==> config.mk <==
export PLATFORM = sky130hd
export DESIGN_NAME = mul_div_unit
export DESIGN_NICKNAME = d
export VERILOG_FILES = /design/src/rtl/mul_div_unit.sv
export SDC_FILE = /design/constraint.sdc
export NUM_CORES = 1
export LEC_CHECK = 0
export CORE_MARGIN = 10
export CORE_UTILIZATION = 61
export DETAILED_ROUTE_END_ITERATION = 16
export PLACE_DENSITY = 0.86
export SKIP_LAST_GASP = 1
export SLEW_MARGIN = 20
export SYNTH_ARGS = -nofsm -noshare
export SYNTH_HDL_FRONTEND = slang
export SYNTH_SLANG_ARGS = --single-unit
==> constraint.sdc <==
create_clock -name clk -period 6.21 [get_ports clk]
set_input_delay 1.242 -clock clk [delete_from_list [all_inputs] [get_ports clk]]
set_output_delay 1.242 -clock clk [all_outputs]
set_load 0.01 [all_outputs]
==> src/rtl/mul_div_unit.sv <==
// Iterative RV32M-style multiply/divide unit: radix-2 shift-add multiply, restoring divide.
// Optional macro MUL_DIV_EARLY_OUT_EN lets trivial operations bypass the iteration phase.
module mul_div_unit #(
    parameter int unsigned WIDTH = 32,
    parameter int unsigned CNT_W = $clog2(WIDTH) + 1
) (
    input  logic             clk,
    input  logic             rst,
    input  logic             flush,
    input  logic             in_valid,
    output logic             in_ready,
    input  logic [2:0]       operator,
    input  logic [WIDTH-1:0] operand1,
    input  logic [WIDTH-1:0] operand2,
    output logic             out_valid,
    input  logic             out_ready,
    output logic [WIDTH-1:0] result,
    output logic             result_is_zero,
    output logic             busy
);

    typedef enum logic [1:0] {
        StIdle = 2'd0,
        StCalc = 2'd1,
        StFix  = 2'd2,
        StDone = 2'd3
    } state_e;

    localparam logic [2:0] OpMul    = 3'd0;
    localparam logic [2:0] OpMulh   = 3'd1;
    localparam logic [2:0] OpMulhsu = 3'd2;
    localparam logic [2:0] OpDiv    = 3'd4;
    localparam logic [2:0] OpRem    = 3'd6;

    state_e             state_q, state_d;
    logic [CNT_W-1:0]   cnt_q, cnt_d;
    logic [2:0]         op_q, op_d;
    logic [WIDTH-1:0]   acc_q, acc_d;
    logic [WIDTH-1:0]   lo_q, lo_d;
    logic [WIDTH-1:0]   b_q, b_d;
    logic [WIDTH-1:0]   result_q, result_d;
    logic               neg_q, neg_d;
    logic               zero_q, zero_d;

    logic               accept;
    logic               a_signed, b_signed, sa, sb, div_zero;
    logic [WIDTH-1:0]   a_abs, b_abs;
    logic [WIDTH:0]     mul_sum, div_shift, div_diff;
    logic [2*WIDTH-1:0] prod, prod_fix;
    logic [WIDTH-1:0]   div_sel, div_fix, fix_result;

    assign accept   = in_valid && (state_q == StIdle) && !flush;
    assign a_signed = operator inside {OpMul, OpMulh, OpMulhsu, OpDiv, OpRem};
    assign b_signed = operator inside {OpMul, OpMulh, OpDiv, OpRem};
    assign sa       = a_signed && operand1[WIDTH-1];
    assign sb       = b_signed && operand2[WIDTH-1];
    assign a_abs    = sa ? -operand1 : operand1;
    assign b_abs    = sb ? -operand2 : operand2;
    assign div_zero = (operand2 == '0);

`ifdef MUL_DIV_EARLY_OUT_EN
    logic             early;
    logic             div_ovf;
    logic [WIDTH-1:0] early_acc, early_lo;

    assign div_ovf   = (operator inside {OpDiv, OpRem}) &&
                       (operand1 == {1'b1, {(WIDTH-1){1'b0}}}) && (operand2 == '1);
    assign early     = operator[2] ? (div_zero || div_ovf)
                                   : (div_zero || (operand2 == WIDTH'(1)));
    // Preload the magnitudes the iteration would have produced.
    assign early_acc = (operator[2] && div_zero) ? a_abs : '0;
    assign early_lo  = operator[2] ? (div_zero ? '1 : a_abs) : (div_zero ? '0 : a_abs);
`endif

    // Multiply: {acc, lo} shifts right, multiplier consumed from lo[0].
    assign mul_sum   = {1'b0, acc_q} + (lo_q[0] ? {1'b0, b_q} : '0);
    // Divide: {acc, lo} shifts left, quotient bits enter at lo[0].
    assign div_shift = {acc_q, lo_q[WIDTH-1]};
    assign div_diff  = div_shift - {1'b0, b_q};

    assign prod     = {acc_q, lo_q};
    assign prod_fix = neg_q ? -prod : prod;
    assign div_sel  = op_q[1] ? acc_q : lo_q;
    assign div_fix  = neg_q ? -div_sel : div_sel;

    always_comb begin
        fix_result = '0;
        if (op_q[2]) begin
            fix_result = div_fix;
        end else if (op_q == OpMul) begin
            fix_result = prod_fix[WIDTH-1:0];
        end else begin
            fix_result = prod_fix[2*WIDTH-1:WIDTH];
        end
    end

    always_comb begin
        state_d  = state_q;
        cnt_d    = cnt_q;
        op_d     = op_q;
        acc_d    = acc_q;
        lo_d     = lo_q;
        b_d      = b_q;
        neg_d    = neg_q;
        result_d = result_q;
        zero_d   = zero_q;
        case (state_q)
            StIdle: begin
                if (accept) begin
                    state_d = StCalc;
                    cnt_d   = CNT_W'(WIDTH - 1);
                    op_d    = operator;
                    acc_d   = '0;
                    lo_d    = operator[2] ? a_abs : b_abs;
                    b_d     = operator[2] ? b_abs : a_abs;
                    // Quotient of a divide-by-zero is -1 regardless of operand signs.
                    neg_d   = operator[2] ? (operator[1] ? sa : ((sa ^ sb) && !div_zero))
                                          : (sa ^ sb);
`ifdef MUL_DIV_EARLY_OUT_EN
                    if (early) begin
                        state_d = StFix;
                        cnt_d   = '0;
                        acc_d   = early_acc;
                        lo_d    = early_lo;
                    end
`endif
                end
            end
            StCalc: begin
                if (flush) begin
                    state_d = StIdle;
                end else begin
                    if (op_q[2]) begin
                        if (!div_diff[WIDTH]) begin
                            acc_d = div_diff[WIDTH-1:0];
                            lo_d  = {lo_q[WIDTH-2:0], 1'b1};
                        end else begin
                            acc_d = div_shift[WIDTH-1:0];
                            lo_d  = {lo_q[WIDTH-2:0], 1'b0};
                        end
                    end else begin
                        acc_d = mul_sum[WIDTH:1];
                        lo_d  = {mul_sum[0], lo_q[WIDTH-1:1]};
                    end
                    if (cnt_q == '0) begin
                        state_d = StFix;
                    end else begin
                        cnt_d = cnt_q - 1'b1;
                    end
                end
            end
            StFix: begin
                if (flush) begin
                    state_d = StIdle;
                end else begin
                    result_d = fix_result;
                    zero_d   = (fix_result == '0);
                    state_d  = StDone;
                end
            end
            StDone: begin
                if (flush || out_ready) begin
                    state_d = StIdle;
                end
            end
            default: state_d = StIdle;
        endcase
    end

    always_ff @(posedge clk) begin
        if (rst) begin
            state_q  <= StIdle;
            cnt_q    <= '0;
            op_q     <= '0;
            acc_q    <= '0;
            lo_q     <= '0;
            b_q      <= '0;
            neg_q    <= 1'b0;
            result_q <= '0;
            zero_q   <= 1'b1;
        end else begin
            state_q  <= state_d;
            cnt_q    <= cnt_d;
            op_q     <= op_d;
            acc_q    <= acc_d;
            lo_q     <= lo_d;
            b_q      <= b_d;
            neg_q    <= neg_d;
            result_q <= result_d;
            zero_q   <= zero_d;
        end
    end

    assign in_ready       = (state_q == StIdle);
    assign out_valid      = (state_q == StDone);
    assign busy           = (state_q != StIdle);
    assign result         = result_q;
    assign result_is_zero = zero_q;

endmodule
==> results.py <==
metrics = {
    "run_status": {
        "status": "completed",
    },
    "synth": {
        "synth-async-reset-ratio_pct": 0,
        "synth_largest_area_cell": "dfxtp_1",
        "synth_top_cell_area_share_pct": 18.1,
        "synth_area_um2": 15600,
        "synth_cells": 2179,
        "ys_seq_area_share_pct": 18.1,
        "synthesis.nets": 2323,
        "synth_edf_count": 0,
        "synth.area.top_cells": "dfxtp_1, mux2i_1, nor2_1",
        "synth_area_per_cell_um2": 7.17,
        "yosys_most_used_dff": "dfxtp_1",
        "ys_types": 96,
        "synth_warnings": 0,
        "synth_common_cells": "nor2_1, nand2_1, a21oi_1",
        "synth.most_common_cell": "nor2_1",
        "synth_seq_cells": 141,
    },
    "layout": {
        "fin_cells": 2498,
        "antenna_cells": 0,
        "drive_above_1_share_pct": 6.41,
        "nFillCells": 2187,
        "final_nets": 2300,
        "area_growth_pct": 9.05,
        "fin_util_pct": 67.7,
    },
    "clock_network": {
        "cts_hold_buf": 0,
        "cts_tree": "built",
        "cts_max_level": 4,
        "root_buffer": "clkbuf_16",
        "post_cts_resized": 0,
        "clock_path_buffers": 2,
        "clock_latency_ps": 440,
        "cts_num_sinks": 141,
        "post_cts_buffers": 0,
        "numCtsBuffers": 17,
        "clk_pin_slew_ps": 80,
    },
    "timing": {
        "fmax_ghz": 0.213,
        "final_max_slew_viol_count": 0,
        "finalCriticalPeriod_ps": 4700,
        "setup_viol": 0,
        "rsz0062_at_grt": "false",
        "clock_skew_ps": 18.0,
        "tns_ps": 0,
        "fin_ws_ps": 1510,
        "slew_headroom_pct": 31.0,
        "hold_violations": 0,
        "period_share_pct": 75.6,
        "worst_pin_slew_ps": 1030,
    },
    "drt": {
        "drt-initial-drc-count": 2596,
        "wl_per_cell_um": 23.4,
        "routed-via-count": 17400,
        "antenna_left": 0,
        "route.detailed.drc": 0,
        "drt_pre_antenna_iters": 8,
        "vias_per_cell": 6.97,
        "wl_mm": 58.5,
    },
    "global_route": {
        "grt_pass1_vias": 16200,
        "grt_pass1_wl_mm": 91.3,
        "grt_max_degree": 79,
        "grt_antenna_before_repair": 0,
        "grt_usage_pct": 34.0,
        "overflow": 0,
    },
    "floorplan": {
        "die_w_um": 180,
        "start_util_pct": 62.1,
        "fp.dieH_um": 180,
        "row_count": 58,
        "fp.coreArea_um2": 25200,
        "die-area_um2": 32400,
        "ios": 108,
    },
    "critical_path": {
        "cp.arrival_ps": 5040,
        "reg2reg_slack_ps": 1510,
        "cp.required_ps": 6560,
        "end_kind": "flop",
        "start_kind": "flop",
        "crit_type": "flop to flop",
        "worstPathMaxFanout": 33,
    },
    "power_and_ir_drop": {
        "p_leak_uw": 0.00642,
        "p_per_area_nw_per_um2": 199,
        "max-vdd-ir-drop_mv": 0.198,
    },
    "worst_hold_path": {
        "min_path_type": "flop to flop",
    },
    "placed_design": {
        "portBuffers": 107,
        "dp_cells": 2467,
        "dpl_worst_slack_ps": 1600,
        "gp_congestion": 1.05,
        "dpl.hpwl_mm": 43.9,
    },
    "flow_run": {
        "cap_violations": 0,
    },
}
## sequential cells by signal (all words and copies together) (netlist names)
signal,cells
acc_q,32
b_q,32
lo_q,32
result,32
cnt_q,6
op_q,3
state_q,2
neg_q,1
result_is_zero,1
## area by class of cell
| cell class | instances | area [µm²] | share of cell area [%] |
|---|---|---|---|
| repair buffers | 140 | 1310 | 7.69 |
| clock inverters | 14 | 128 | 0.749 |
| inverters | 76 | 285 | 1.67 |
| well taps | 330 | 413 | 2.42 |
| multi-input cells | 1780 | 11700 | 68.4 |
| flip-flops and latches | 141 | 2830 | 16.6 |
| clock buffers | 17 | 425 | 2.50 |
## metal layers
layer | track usage (%) | vias to the layer above | part of all wire (%)
met5 | 0 | - | 0
met4 | 18.3 | 0 | 5.7
met3 | 10.1 | 255 | 12
met2 | 50.3 | 1146 | 42
met1 | 43.5 | 8079 | 40
li1 | - | 7921 | -
## worst max-delay path, cell delays in order (launching register included)
cell	delay, ps
dfxtp_2	740
mux2i_1	270
ha_1	190
or4b_2	630
a21boi_1	470
nand4_1	290
o41ai_1	490
xnor2_1	170
o2bb2ai_1	130
or4_4	540
nor4_2	290
nand4_1	140
o31ai_2	260
## where the power goes
group / switching (µW) / total (µW) / internal [µW]
registers: 110 / 1060 / 950
logic: 815 / 1320 / 504
clock network: 491 / 1020 / 527
## layout by cell type (no fill, tap or decap), drive strengths merged, types with 15 or more instances in the layout
cell / count
or2: 16
a21o: 34
nand2b: 15
nand2: 201
buf: 35
ha: 70
o211ai: 22
clkbuf: 17
nor2: 252
nand4: 26
nor4: 35
a311oi: 19
a211oi: 40
a21oi: 178
clkdlybuf4s50: 105
a22oi: 28
xnor2: 102
xor2: 70
or3: 21
nand3: 35
o21ai: 130
nor3: 81
a31oi: 27
o31ai: 33
or4: 20
inv: 83
mux2i: 112
dfxtp: 141
## per-stage QoR
step	hold slack (ps)	total power, µW	area (µm²)
final	462	3400	17000
after global routing	484	3520	17000
after floorplan	432	1960	15600
after global placement	439	2320	16500
after CTS	458	3330	17000
after detailed placement	450	2330	16500
## final timing paths
check,from,end,cells past startpoint
max,op_q[1],result_is_zero,12
max reg2reg,op_q[1],result_is_zero,12
min reg2reg,b_q[10],b_q[10],2
min,b_q[10],b_q[10],2
## kinds of logic after synthesis
| logic type | after synthesis | synth area share [%] |
|---|---|---|
| and+or+nand+nor | 772 | 24.1 |
| muxes | 124 | 8.04 |
| adders and majority gates | 72 | 5.86 |
| buffers and inverters | 258 | 7.55 |
| AOI/OAI and AO/OA | 640 | 26.8 |
| DFF | 141 | 18.1 |
| xor gates and xnor gates | 172 | 9.64 |
(Power assumes the default switching activity.)
